--- src/rtl/hazard_detection_unit_pkg.sv ---
// Shared types and helpers for the decode-side hazard detection unit.
// Defines the shadow-slot bundle, the x0 constant and the rs match test.
package hazard_detection_unit_pkg;

  typedef struct packed {
    logic       valid;
    logic [4:0] rd;
    logic       wr_en;
    logic       is_load;
  } hz_slot_t;

  localparam logic [4:0] REG_ZERO = 5'd0;

  // True when an in-flight slot produces the register ID wants to read.
  function automatic logic slot_match(
    input hz_slot_t   slot,
    input logic [4:0] rs,
    input logic       used
  );
    return slot.valid && slot.wr_en &&
           (slot.rd != REG_ZERO) &&
           (slot.rd == rs) && used;
  endfunction

endpackage

--- src/rtl/hz_sat_counter.sv ---
// Saturating event counter: counts up on inc, sticks at all-ones.
// Ports: clk, rst (async active-high), inc, cnt[W-1:0].
module hz_sat_counter #(
  parameter int W = 32
) (
  input  logic         clk,
  input  logic         rst,
  input  logic         inc,
  output logic [W-1:0] cnt
);

  localparam logic [W-1:0] ONE = {{(W-1){1'b0}}, 1'b1};

  always_ff @(posedge clk or posedge rst) begin
    if (rst) begin
      cnt <= '0;
    end else if (inc && (cnt != '1)) begin
      cnt <= cnt + ONE;
    end
  end

endmodule

--- src/rtl/hazard_detection_unit.sv ---
// Decode-side hazard unit: stalls on uncovered RAW hazards, flushes on redirect.
// Ports: clk_i/rst_i, ID operand info, ex_redirect_i; stall/flush controls, counters.
module hazard_detection_unit
  import hazard_detection_unit_pkg::*;
#(
  parameter bit FWD_EN    = 1'b1,
  parameter bit RF_BYPASS = 1'b1,
  parameter int CNT_W     = 32
) (
  input  logic             clk_i,
  input  logic             rst_i,
  input  logic             id_valid_i,
  input  logic [4:0]       id_rs1_addr_i,
  input  logic [4:0]       id_rs2_addr_i,
  input  logic             id_rs1_used_i,
  input  logic             id_rs2_used_i,
  input  logic [4:0]       id_rd_addr_i,
  input  logic             id_rd_wr_en_i,
  input  logic             id_is_load_i,
  input  logic             ex_redirect_i,
  output logic             pc_stall_o,
  output logic             if_id_stall_o,
  output logic             if_id_flush_o,
  output logic             id_ex_flush_o,
  output logic [CNT_W-1:0] stall_cnt_o,
  output logic [CNT_W-1:0] flush_cnt_o
);

  hz_slot_t ex_q;
  hz_slot_t mem_q;
  hz_slot_t wb_q;
  hz_slot_t ex_d;

  logic ex_hit;
  logic mem_hit;
  logic wb_hit;
  logic stall;
  logic redirect;
  logic stall_only;

  always_comb begin
    ex_hit  = slot_match(ex_q, id_rs1_addr_i, id_rs1_used_i) ||
              slot_match(ex_q, id_rs2_addr_i, id_rs2_used_i);
    mem_hit = slot_match(mem_q, id_rs1_addr_i, id_rs1_used_i) ||
              slot_match(mem_q, id_rs2_addr_i, id_rs2_used_i);
    wb_hit  = slot_match(wb_q, id_rs1_addr_i, id_rs1_used_i) ||
              slot_match(wb_q, id_rs2_addr_i, id_rs2_used_i);
    stall   = 1'b0;
    if (FWD_EN) begin
      // Only a load in EX is too late for the forwarding network.
      stall = id_valid_i && ex_q.is_load && ex_hit;
    end else begin
      stall = id_valid_i &&
              (ex_hit || mem_hit || (!RF_BYPASS && wb_hit));
    end
  end

  assign redirect   = ex_redirect_i;
  assign stall_only = stall && !redirect;

  assign pc_stall_o    = stall_only;
  assign if_id_stall_o = stall_only;
  assign if_id_flush_o = redirect;
  assign id_ex_flush_o = redirect || stall;

  always_comb begin
    ex_d = '0;
    if (id_valid_i && !stall && !redirect) begin
      ex_d.valid   = 1'b1;
      ex_d.rd      = id_rd_addr_i;
      ex_d.wr_en   = id_rd_wr_en_i;
      ex_d.is_load = id_is_load_i;
    end
  end

  always_ff @(posedge clk_i or posedge rst_i) begin
    if (rst_i) begin
      ex_q  <= '0;
      mem_q <= '0;
      wb_q  <= '0;
    end else begin
      ex_q  <= ex_d;
      mem_q <= ex_q;
      wb_q  <= mem_q;
    end
  end

  hz_sat_counter #(.W(CNT_W)) u_stall_cnt (
    .clk (clk_i),
    .rst (rst_i),
    .inc (stall_only),
    .cnt (stall_cnt_o)
  );

  hz_sat_counter #(.W(CNT_W)) u_flush_cnt (
    .clk (clk_i),
    .rst (rst_i),
    .inc (redirect),
    .cnt (flush_cnt_o)
  );

endmodule
--- config.mk ---
export PLATFORM = sky130hd
export DESIGN_NAME = hazard_detection_unit
export DESIGN_NICKNAME = d
export VERILOG_FILES = /design/src/rtl/hazard_detection_unit_pkg.sv /design/src/rtl/hz_sat_counter.sv /design/src/rtl/hazard_detection_unit.sv
export SDC_FILE = /design/constraint.sdc
export NUM_CORES = 1
export LEC_CHECK = 0
export ABC_CLOCK_PERIOD_IN_PS = 4700
export BUFFER_PORTS_ARGS = -buffer_cell sky130_fd_sc_hd__buf_2
export CELL_PAD_IN_SITES_DETAIL_PLACEMENT = 0
export CELL_PAD_IN_SITES_GLOBAL_PLACEMENT = 1
export CORE_ASPECT_RATIO = 0.8
export CORE_UTILIZATION = 44
export CTS_CLUSTER_SIZE = 20
export DETAILED_ROUTE_END_ITERATION = 10
export PLACE_DENSITY_LB_ADDON = 0.1
export REMOVE_ABC_BUFFERS = 1
export SYNTH_ARGS = -nofsm -noshare
export SYNTH_HDL_FRONTEND = slang
export SYNTH_SLANG_ARGS = --single-unit
--- constraint.sdc ---
create_clock -name clk_i -period 4.7 [get_ports clk_i]
set_input_delay 0.47 -clock clk_i [delete_from_list [all_inputs] [get_ports clk_i]]
set_output_delay 0.47 -clock clk_i [all_outputs]
set_load 0.005 [all_outputs]
# Word-level counts from Yosys, hierarchy flattened
# Index checks and enable logic that the tools add are counted.
word_totals:
  ff_bits: 72
  input_bits: 23
  wordCells: 31
op_classes:
  addsub: 2
  eq_ne: 4
  n_mux: 1
  reduce_logical: 18
ops:
  columns: ["op", "n"]
  rows:
  - ["32-bit by 1-bit adder with 32-bit output, second input constant", 2]
  - ["32-bit inequality test, second input constant", 2]
  - ["1-bit logical AND", 13]
  - ["5-bit == test", 2]
  - ["8-bit 2-to-1 mux", 1]
  - ["5-bit nonzero test", 1]
  - ["1-bit zero test", 2]
  - ["1-bit logical OR", 2]

# Depth between registers and ports, before layout
logic_depth:
  depth_word: 10
  ltp_mapped: 7
  mapped_depth_nobuf: 7

# Modules after synthesis
# A second synthesis with hierarchy kept.
unflattened:
  hier_cells: 327
  hier_area_um2: 3589.7
modules_own_cells:
  columns: ["mod", "instances", "cells_each", "area_per_inst_um2", "seq_area_each_um2"]
  rows:
  - ["hz_sat_counter", 2, 139, 1561.5, 800.8]
  - ["hazard_detection_unit", 1, 49, 466.7, 200.2]

# Worst setup path before layout
# OpenSTA, ideal clock, no wires.
synth_timing:
  path_kind: "flip-flop to flip-flop"
  from: "register u_stall_cnt.cnt[24]"
  to: "register u_stall_cnt.cnt[1]"
  setup_time_ps: 127
  arrival_ps: 1873
  required_time_ps: 4573
  slack_ps: 2699
  path_stages_with_launch: 7
  cell_sequence: "dfrtp_1 > and4_1 > nand3_1 > or3_4 > o2111ai_4 > buf_6 > mux2_1"
synth_between:
  elab_chain_cells: 2
synth_rtl:
  columns: ["item", "line_no", "source"]
  rows:
  - ["start, declared", "hz_sat_counter.sv:9", "output logic [W-1:0] cnt"]
  - ["start signal, assigned", "hz_sat_counter.sv:18", "cnt <= cnt + ONE;"]
  - ["32-bit inequality test", "hz_sat_counter.sv:17", "end else if (inc && (cnt != '1)) begin"]
  - ["1-bit logical AND", "hz_sat_counter.sv:17", null]
# No other way between the ends.
# A chain may end at the register's enable or synchronous reset.

# Worst setup path in the final report
layout_timing:
  from: "register ex_q[5] (netlist name)"
  to: "output pc_stall_o"
layout_between:
  elab_chain_cells: 7
layout_rtl:
  columns: ["item", "line_no", "source"]
  rows:
  - ["start, declared", "hazard_detection_unit.sv:29", "hz_slot_t ex_q;"]
  - ["start signal, assigned", "hazard_detection_unit.sv:78", "ex_q <= '0;"]
  - ["start signal, assigned", "hazard_detection_unit.sv:82", "ex_q <= ex_d;"]
  - ["5-bit nonzero test", "hazard_detection_unit_pkg.sv:21", "(slot.rd != REG_ZERO) &&"]
  - ["1-bit logical AND", "hazard_detection_unit_pkg.sv:20", "return slot.valid && slot.wr_en &&"]
  - ["1-bit logical AND", "hazard_detection_unit_pkg.sv:21", null]
  - ["1-bit logical AND", "hazard_detection_unit_pkg.sv:22", "(slot.rd == rs) && used;"]
  - ["1-bit logical OR *", "hazard_detection_unit.sv:42", "ex_hit = slot_match(ex_q, id_rs1_addr_i, id_rs1_used_i) ||"]
  - ["1-bit logical AND *", "hazard_detection_unit.sv:51", "stall = id_valid_i && ex_q.is_load && ex_hit;"]
  - ["1-bit logical AND *", "hazard_detection_unit.sv:59", "assign stall_only = stall && !redirect;"]
  - ["end, declared", "hazard_detection_unit.sv:21", "output logic pc_stall_o,"]
# Every way passes the cells marked *; elsewhere a longest branch is shown, timed or not.

==> impl_metrics.env <==
export IMPL_total_power_uw=1240
export IMPL_seqCellArea_mm2=0.00180
export IMPL_synth_top_area_share=0.514
export IMPL_postRouteAntennaNets=0
export IMPL_intPower_uw=908
export IMPL_crit_fanout=8
export IMPL_grt_max_degree=38
export IMPL_ir_drop_mv=0.179
export IMPL_synth_seq_area_share=0.514
export IMPL_fillers=718
export IMPL_crit_family="simple AND/OR/NAND/NOR gates"
export IMPL_cts_tree="yes"
export IMPL_hold_path_class="input port to asynchronous set/reset pin"
export IMPL_gp_congestion=0.787
export IMPL_cellPowerDensity_mw_per_mm2=294
export IMPL_grtUsageMet2=0.294
export IMPL_htreeDepth=3
export IMPL_start_kind="flop"
export IMPL_synth_edff_count=0
export IMPL_ctsHoldBuffers=0
export IMPL_drc=0
export IMPL_tightest_slew_ns=0.746
export IMPL_status="completed"
export IMPL_dieArea_mm2=0.00833
export IMPL_grt_busiest_layer="met2"
export IMPL_hpwl_um=5590
export IMPL_post_route_period_util=0.519
export IMPL_port_buffers=90
export IMPL_yosys_area_top_type="dfrtp_1"
export IMPL_grt_pass1_vias=2574
export IMPL_num_rows=28
export IMPL_root_buffer="clkbuf_8"
export IMPL_avgViaCountPerCell=5.10
export IMPL_max_stage_delay_ns=0.42
export IMPL_cap_violations=0
export IMPL_yosysUniqueCellTypes=35
export IMPL_clock_sinks=72
export IMPL_post_cts_setup_buffers=0
export IMPL_critical_path_arrival_ns=1.97
export IMPL_synth_warning_count=0
export IMPL_final_min_clock_period_ns=2.44
export IMPL_ys_top_cells_by_count="72 x dfrtp_1, 36 x xnor2_1, 34 x xor2_1"
export IMPL_stdcell_count=533
export IMPL_seqPwrFrac=0.561
export IMPL_hold_ws_ns=0.250
export IMPL_firstDrtPassIters=4
export IMPL_slew_violations=0
export IMPL_cp_required_ns=4.23
export IMPL_rsz0062_at_grt="no"
export IMPL_clk_latency_ns=0.34
export IMPL_synth_most_common_cell="dfrtp_1"
export IMPL_synthCells=326
export IMPL_path_clk_slew_ns=0.07
export IMPL_swShare=0.267
export IMPL_drt_initial_drc_count=85
export IMPL_num_vias=2719
export IMPL_drt_wirelength_per_cell_um=14.4
export IMPL_cts_resized=0
export IMPL_cts_buffers=9
export IMPL_use_met3=0.0647
export IMPL_max_freq_mhz=410
export IMPL_setup_violations=0
export IMPL_clock_skew_ns=0.00873
export IMPL_start_util=0.463
export IMPL_fin_tns_setup_ns=0
export IMPL_p_comb_frac=0.106
export IMPL_ys_flop_type="dfrtp_1"
export IMPL_synth_area_top_cells="dfrtp_1 51%, xnor2_1 9.0%, xor2_1 8.5%, nor3_1 3.4%, nand4_1 3.2%"
export IMPL_p_switching_uw=331
export IMPL_gr_total_overflow=0
export IMPL_crit_type="flop to output port"
export IMPL_grt_first_pass_wirelength_um=12500
export IMPL_pin_count=91
export IMPL_critPathCaptureType="output port"
export IMPL_area_delta_synth_final_pct=20.1
export IMPL_syn_area_per_cell_um2=10.8
export IMPL_antenna_found_initial=0
export IMPL_slew_headroom=0.502
export IMPL_die_h_um=81.8
export IMPL_drive_above_1_share=0.273
export IMPL_nNetsFinal=448
export IMPL_path_buf_inv=2
export IMPL_place_inst=517
export IMPL_cp_cell_sequence="xnor2_1, nand4_1, o22ai_2, nand3_1, inv_1, buf_2"
export IMPL_power_leakage_uw=0.00221
export IMPL_synth_area_mm2=0.00351
export IMPL_grt_usage=0.197
export IMPL_core_area_mm2=0.00757
export IMPL_fp_dieW_um=102
export IMPL_drt_total_wl_um=7660
export IMPL_hold_viol_final=0
export IMPL_diodes=0
export IMPL_met1_usage=0.276
export IMPL_async_flop_share=1.00
export IMPL_ys_seq_elements=72
export IMPL_multiInputGateArea_mm2=0.00161
export IMPL_cp_slowest_cell="dfrtp_1"
export IMPL_power_frac_clock=0.333
export IMPL_clockBufferDepth=2
area by class of cell:
cell class                      count  share of cell area
Clock buffer                       13              0.0330
Clock inverter                      3             0.00446
Inverter                           15              0.0134
Multi-Input combinational cell    234               0.381
Sequential cell                    72               0.428
Tap cell                          105              0.0312
Timing Repair Buffer               91               0.109
state kept, by name, indices dropped and copies added, names as in the netlist:
| name | count |
|---|---|
| u_stall_cnt.cnt | 32 |
| ex_q | 8 |
| u_flush_cnt.cnt | 32 |
per-stage QoR:
stage                     utilization  worst slack [ns]  cell area (um2)
final                           0.557              2.26             4210
after global routing            0.557              2.11             4210
after CTS                       0.557              2.23             4210
after detailed placement        0.536              2.27             4050
after global placement          0.536              2.39             4050
after floorplan                     -              2.41             3460
power by group through the flow:
stage / registers (uW) / clock network, uW / logic, uW
global placement: 705 / 0 / 131
CTS: 695 / 429 / 135
finish: 694 / 413 / 131
global route: 700 / 454 / 149
floorplan: 699 / 0 / 72.4
detailed placement: 706 / 0 / 134
cells in the final DEF (no fill, tap or decap), types with 2 or more instances in the layout:
master,instances
nand2_1,28
nand3_1,15
or3_1,4
clkinv_2,2
and2_1,5
nor2_1,15
ha_1,2
nor3_2,2
nand4_2,2
buf_2,90
and3_1,14
or2_2,2
a21oi_1,4
nor3_1,24
clkbuf_1,4
clkbuf_8,9
inv_1,14
o21ai_0,2
mux2_1,2
and4bb_1,2
dfrtp_1,72
xnor2_1,36
nand4_1,18
and4_1,4
nor2_2,2
nor4_1,8
xor2_1,34
layer usage:
metal  vias up  part of all wire
li1       1330                 -
met1      1309              0.51
met2        73              0.43
met3         7             0.059
met4         0            0.0072
met5         -                 0
worst paths after layout:
path                       cells after the start             endpoint           startpoint  slack (ns)
max                                            6           pc_stall_o              ex_q[5]        2.26
min                                            2  u_stall_cnt.cnt[18]                rst_i        0.25
max reg2reg                                    5   u_stall_cnt.cnt[1]  u_stall_cnt.cnt[10]        2.29
min reg2reg                                    1   u_stall_cnt.cnt[5]   u_stall_cnt.cnt[5]        0.49
max in group asynchronous                      3   u_flush_cnt.cnt[1]                rst_i        3.49
min in group clk_i                             2              ex_q[3]      id_rd_addr_i[1]        0.37
worst register-to-register path, delay by kind of cell (launching register included):
family	cells	cell delay, ns
compound gates	1	0.64
flops	1	0.43
simple gates	3	0.84
mux	1	0.38
cell families after synthesis:
group / after synthesis / synth area share
AOI/OAI and AO/OA: 10 / 0.0278
xor gates and xnor gates: 70 / 0.175
adders and majority gates: 2 / 0.00714
buffers and inverters: 20 / 0.0278
DFF: 72 / 0.514
muxes: 2 / 0.00642
and+or+nand+nor: 150 / 0.242
Note: power is estimated with default switching activity, not from simulation.
